<file path="config.mk">
export PLATFORM = sky130hd
export DESIGN_NAME = spi_host_master
export DESIGN_NICKNAME = d
export VERILOG_FILES = /design/src/rtl/spi_host_master.sv
export SDC_FILE = /design/constraint.sdc
export NUM_CORES = 1
export LEC_CHECK = 0
export BUFFER_PORTS_ARGS = -buffer_cell sky130_fd_sc_hd__buf_2
export CORE_MARGIN = 4
export CORE_UTILIZATION = 30
export CTS_CLUSTER_SIZE = 12
export DETAILED_ROUTE_END_ITERATION = 8
export GPL_TIMING_DRIVEN = 0
export HOLD_SLACK_MARGIN = 0.1
export PLACE_DENSITY = 0.54
export SYNTH_ARGS = -nofsm -noshare
export SYNTH_HDL_FRONTEND = slang
export SYNTH_SLANG_ARGS = --single-unit
</file>
<file path="constraint.sdc">
create_clock -name clk -period 3.6 [get_ports clk]
set_input_delay 0.36 -clock clk [delete_from_list [all_inputs] [get_ports clk]]
set_output_delay 0.36 -clock clk [all_outputs]
set_load 0.1 [all_outputs]
</file>
<file path="src/rtl/spi_host_master.sv">
// spi_host_master: mode-0 SPI master for the SPI memory slave.
// Each request sends one 16-bit frame: {addr, rw} and then one data byte,
// written from wdata or read from miso into rdata.
// SCLK half-period is CLK_DIV clk cycles (4..255). ADDR_W+1 must equal 8.
// Optional macro SPI_HOST_MISO_SYNC_EN: miso passes through a 2-flop
// synchronizer and each read bit is captured in the 2nd cycle of the
// following low phase. Without it, miso is sampled raw on the last cycle
// of each high phase. Both sample the same miso instant; frame timing is
// the same in both builds.
module spi_host_master #(
  parameter int CLK_DIV = 8,
  parameter int ADDR_W  = 7
) (
  input  logic              clk,
  input  logic              rst_n,
  input  logic              start,
  input  logic              rw,
  input  logic [ADDR_W-1:0] addr,
  input  logic [7:0]        wdata,
  output logic              busy,
  output logic              done,
  output logic [7:0]        rdata,
  output logic              cs,
  output logic              sclk,
  output logic              mosi,
  input  logic              miso
);

  typedef enum logic [2:0] {
    IDLE  = 3'd0,
    SETUP = 3'd1,
    HIGH  = 3'd2,
    LOW   = 3'd3,
    HOLD  = 3'd4,
    DONE  = 3'd5,
    GAP   = 3'd6
  } state_t;

  localparam logic [7:0] DIV_LAST = 8'(CLK_DIV - 1);

  state_t      state_reg;
  logic [7:0]  div_reg;
  logic [3:0]  bit_reg;
  logic        hold2_reg;
  logic [15:0] sh_reg;
  logic        rw_reg;
  logic [7:0]  cap_reg;
  logic        cs_reg;
  logic        sclk_reg;
  logic        mosi_reg;
  logic        busy_reg;
  logic        done_reg;
  logic [7:0]  rdata_reg;
  logic        div_end;

  assign div_end = (div_reg == DIV_LAST);

  assign busy  = busy_reg;
  assign done  = done_reg;
  assign rdata = rdata_reg;
  assign cs    = cs_reg;
  assign sclk  = sclk_reg;
  assign mosi  = mosi_reg;

  // Frame sequencer: every output is registered and set on the state transition.
  // HOLD is two divider periods: the trailing low half of bit 0, then
  // chip-select hold time before cs is released.
  // DONE is divider count 0 of the inter-frame gap, so DONE plus GAP spans CLK_DIV cycles.
  always_ff @(posedge clk or negedge rst_n) begin
    if (!rst_n) begin
      state_reg <= IDLE;
      div_reg   <= 8'd0;
      bit_reg   <= 4'd0;
      hold2_reg <= 1'b0;
      sh_reg    <= 16'd0;
      rw_reg    <= 1'b0;
      cs_reg    <= 1'b1;
      sclk_reg  <= 1'b0;
      mosi_reg  <= 1'b0;
      busy_reg  <= 1'b0;
      done_reg  <= 1'b0;
      rdata_reg <= 8'd0;
    end else begin
      done_reg <= 1'b0;
      case (state_reg)
        IDLE: begin
          if (start) begin
            sh_reg    <= {addr, rw, (rw ? 8'h00 : wdata)};
            rw_reg    <= rw;
            mosi_reg  <= addr[ADDR_W-1];
            cs_reg    <= 1'b0;
            busy_reg  <= 1'b1;
            div_reg   <= 8'd0;
            bit_reg   <= 4'd15;
            hold2_reg <= 1'b0;
            state_reg <= SETUP;
          end
        end
        SETUP: begin
          if (div_end) begin
            div_reg   <= 8'd0;
            sclk_reg  <= 1'b1;
            state_reg <= HIGH;
          end else begin
            div_reg <= div_reg + 8'd1;
          end
        end
        HIGH: begin
          if (div_end) begin
            div_reg  <= 8'd0;
            sclk_reg <= 1'b0;
            if (bit_reg == 4'd0) begin
              state_reg <= HOLD;
            end else begin
              bit_reg   <= bit_reg - 4'd1;
              mosi_reg  <= sh_reg[14];
              sh_reg    <= {sh_reg[14:0], 1'b0};
              state_reg <= LOW;
            end
          end else begin
            div_reg <= div_reg + 8'd1;
          end
        end
        LOW: begin
          if (div_end) begin
            div_reg   <= 8'd0;
            sclk_reg  <= 1'b1;
            state_reg <= HIGH;
          end else begin
            div_reg <= div_reg + 8'd1;
          end
        end
        HOLD: begin
          if (div_end) begin
            div_reg <= 8'd0;
            if (!hold2_reg) begin
              hold2_reg <= 1'b1;
            end else begin
              hold2_reg <= 1'b0;
              cs_reg    <= 1'b1;
              mosi_reg  <= 1'b0;
              done_reg  <= 1'b1;
              if (rw_reg) begin
                rdata_reg <= cap_reg;
              end
              state_reg <= DONE;
            end
          end else begin
            div_reg <= div_reg + 8'd1;
          end
        end
        DONE: begin
          div_reg   <= 8'd1;
          state_reg <= GAP;
        end
        GAP: begin
          if (div_end) begin
            div_reg   <= 8'd0;
            busy_reg  <= 1'b0;
            state_reg <= IDLE;
          end else begin
            div_reg <= div_reg + 8'd1;
          end
        end
        default: begin
          state_reg <= IDLE;
          cs_reg    <= 1'b1;
          sclk_reg  <= 1'b0;
          mosi_reg  <= 1'b0;
          busy_reg  <= 1'b0;
        end
      endcase
    end
  end

`ifdef SPI_HOST_MISO_SYNC_EN
  logic [1:0] miso_sync_reg;
  logic       cap_pend_reg;

  // Two-flop synchronizer on the incoming serial data.
  always_ff @(posedge clk or negedge rst_n) begin
    if (!rst_n) begin
      miso_sync_reg <= 2'b00;
    end else begin
      miso_sync_reg <= {miso_sync_reg[0], miso};
    end
  end

  // Flag a read bit at the end of high, then shift it in on the 2nd low cycle.
  // The synchronizer delay makes that the same miso instant as a raw
  // sample on the last high cycle.
  always_ff @(posedge clk or negedge rst_n) begin
    if (!rst_n) begin
      cap_reg      <= 8'd0;
      cap_pend_reg <= 1'b0;
    end else if (state_reg == HIGH && div_end && rw_reg && bit_reg <= 4'd7) begin
      cap_pend_reg <= 1'b1;
    end else if ((state_reg == LOW || state_reg == HOLD) && div_reg == 8'd1 && cap_pend_reg) begin
      cap_reg      <= {cap_reg[6:0], miso_sync_reg[1]};
      cap_pend_reg <= 1'b0;
    end
  end
`else
  // Sample miso raw on the last cycle of each high phase of the data byte.
  always_ff @(posedge clk or negedge rst_n) begin
    if (!rst_n) begin
      cap_reg <= 8'd0;
    end else if (state_reg == HIGH && div_end && rw_reg && bit_reg <= 4'd7) begin
      cap_reg <= {cap_reg[6:0], miso};
    end
  end
`endif

endmodule
</file>
==> flow_metrics.tcl <==
set metrics [dict create \
    most-common-layout-cells "sky130_fd_sc_hd__dfrtp_1, sky130_fd_sc_hd__buf_2, sky130_fd_sc_hd__a21oi_1" \
    avgRoutedWirePerCell_um 14.7 \
    dpl.hpwl_um 4050 \
    synth.avg_cell_area_sq_um 10.8 \
    powerDensity_nw_per_um2 608 \
    share_of_flip_flops_with_an_asynchronous_set_or_reset_after_synthesis_pct 100 \
    wl_final_um 5840 \
    design.core.area_sq_um 8760 \
    number_of_antenna_violations_at_the_first_check_in_global_routing 0 \
    initial_detailed_routing_violation_count 101 \
    initial_core_util_pct 30.8 \
    detail_route.drc_violations 0 \
    clock_insertion_delay_worst_skew_ns 0.31 \
    final-seq-area_sq_um 1330 \
    syn2layout_area_growth_pct 14.3 \
    num_rows 34 \
    cts_sinks 53 \
    crit-reg2reg-launch "div_reg[0]$_DFFE_PN0P_" \
    finalMaxSlewViolations 0 \
    max_slew_margin_pct 20.5 \
    period_needed_ns 2.13 \
    synth_cell_type_count 57 \
    multi_input_area_sq_um 1230 \
    drtAntennaViolNets 0 \
    ctsHtreeMaxLevel 2 \
    synthesis.instances 251 \
    number_of_enable_flip_flop_cells_after_synthesis 0 \
    boundaryPins 33 \
    worstMarginPinSlew_ns 1.19 \
    chipHeight_um 103 \
    tritoncts "done" \
    fill_cells 933 \
    worstRegToRegCells 6 \
    grt_first_pass_wirelength_um 10300 \
    nNetsFinal 311 \
    final_hold_viol_count 0 \
    synth-main-ff-cell "sky130_fd_sc_hd__dfrtp_1" \
    cts_setup_buffers 0 \
    first_global_vias 2040 \
    critPathKind "reg2reg" \
    clock_skew_ns 0.00609 \
    diodes_inserted 0 \
    synth_fp_nets 274 \
    vdd.ir_drop.worst_v 0.000289 \
    drv.max_cap_violation_count 0 \
    cts-buffers-inserted 5 \
    yosysSeqAreaShare_pct 49.1 \
    grt_usage_pct 12.2 \
    die_area_sq_um 10600 \
    path_clk_slew_ns 0.10 \
    syn_area_sq_um 2700 \
    place.gp.congestion 0.760 \
    crit_end "rdata[6]$_DFFE_PN0P_" \
    run_status "complete, no violations" \
    synth_seq_cells 53 \
    cts_hold_buf 0 \
    most_common_library_cell_in_the_layout_ignoring_fill_and_taps "sky130_fd_sc_hd__dfrtp_1" \
    grt_setup_unrepaired "no" \
    port_buffers 30 \
    ctsRootBufferMaster "sky130_fd_sc_hd__clkbuf_8" \
    worst_hold_path_type "in2reg" \
    crit_path_end_kind "register" \
    firstDrtPassIters 4 \
    largest_register_ff_count 15 \
    post_cts_resized 0 \
    cp-startpoint "div_reg[0]$_DFFE_PN0P_" \
    worstPathMaxFanout 10 \
    totalNegativeSetupSlack_ns 0 \
    maxClockFrequency_mhz 469 \
    ff2ff_setup_slack_ns 1.47 \
    yosys_warnings 0 \
    finalCritPeriodShare_pct 59.2 \
    share_of_layout_cells_above_drive_strength_1_pct 23.2 \
    fp.dieW_um 103 \
    pin_count_of_the_biggest_net_entering_global_routing 54 \
    terminus_of_the_critical_flop_to_flop_path "rdata[6]$_DFFE_PN0P_" \
    worst_ep_arrival_time_ns 2.33 \
    clock_tree.buffer_depth 2 \
    total_number_of_vias 1979 \
    final-setup-viol-count 0 \
    cp-start-kind "register" \
    cellLeakagePower_uw 0.00137 \
    via_per_inst 4.98 \
    critPathRequiredTime_ns 3.80 \
    design_power_total_uw 1880 \
    overflow 0 \
]
cell usage after synthesis (all sizes together) (2+ instances only):
| cell type | instances | area share, % |
|---|---|---|
| or2 | 3 | 0.69 |
| o211ai | 2 | 0.56 |
| clkbuf | 7 | 1.0 |
| nand2 | 16 | 2.2 |
| mux2i | 15 | 5.6 |
| a31oi | 2 | 0.46 |
| nand3 | 9 | 1.9 |
| mux2 | 16 | 6.7 |
| a32o | 3 | 1.1 |
| xnor2 | 4 | 1.3 |
| inv | 13 | 1.8 |
| nand3b | 3 | 0.83 |
| buf | 10 | 2.5 |
| nand2b | 2 | 0.46 |
| nor3 | 11 | 2.2 |
| a21oi | 21 | 3.9 |
| nor2 | 9 | 1.2 |
| ha | 3 | 1.4 |
| nor4 | 4 | 1.4 |
| o311ai | 2 | 0.65 |
| nor3b | 10 | 3.4 |
| dfrtp | 52 | 48 |
| nor4b | 2 | 0.65 |
| o21ai | 10 | 1.9 |
where the power goes:
part	switching, uW	leakage (uW)	total [uW]	internal, uW
Clock	211	0.0000518	371	160
Sequential	110	0.000664	857	746
Combinational	393	0.000657	649	256
worst max-delay path, cell delays in order (launching register included):
cell and delay [ns]:
sky130_fd_sc_hd__dfrtp_1 0.43, sky130_fd_sc_hd__ha_1 0.26, sky130_fd_sc_hd__and4bb_1 0.38, sky130_fd_sc_hd__and2_1 0.17
sky130_fd_sc_hd__buf_4 0.18, sky130_fd_sc_hd__nand3_2 0.25, sky130_fd_sc_hd__mux2_2 0.35
how the worst min path moves through the flow:
stage,startpoint,endpoint,slack [ns],cells past startpoint
6_report,miso,cap_reg[0]$_DFFE_PN0P_,0.26,2
5_1_grt,miso,cap_reg[0]$_DFFE_PN0P_,0.25,2
4_1_cts,miso,cap_reg[0]$_DFFE_PN0P_,0.25,2
3_5_place_dp,cs$_DFFE_PN1P_,cs$_DFFE_PN1P_,0.45,2
3_3_place_gp,cs$_DFFE_PN1P_,cs$_DFFE_PN1P_,0.46,2
2_1_floorplan,rst_n,bit_reg[0]$_DFFE_PN0P_,0.06,0
cell type report:
cell class	count	share of cell area [%]
buffer	17	3.04
clock inverter	2	0.567
inverter	13	1.58
tap	108	4.38
sequential	53	43.0
timing repair buffer	30	4.86
multi-input combinational	168	39.9
clock buffer	6	2.67
routing by layer:
layer  vias to the layer above  part of all wire, %  global-route usage, %
met4                         0                  1.2                   4.18
met2                        20                   46                   18.2
met5                         -                    0                      0
li1                        980                    -                      -
met3                         6                  2.0                   1.69
met1                       973                   51                   18.1
cells by family (layout without fill, tap and decap cells):
family,Yosys count,after routing,share of synthesized area (%)
AO/OA/AOI/OAI,53,53,12.8
XOR/XNOR,5,5,1.62
adder cells (fa/ha/maj),3,3,1.39
buffers and inverters,30,68,5.28
flip-flops,53,53,49.1
multiplexers,31,31,12.2
AND/OR/NAND/NOR,76,76,17.6
through the flow:
step                cell area [sq um]  setup slack, ns  instances  utilization [%]  hold slack (ns)
floorplan                        2700             1.80        251                -           0.0644
global placement                 2990             1.51        389             34.1            0.457
detailed placement               2990             1.46        389             34.1            0.454
CTS                              3090             1.45        397             35.2            0.248
global route                     3090             1.36        397             35.2            0.250
finish                           3090             1.47        397             35.2            0.264
(Power assumes the default switching activity.)
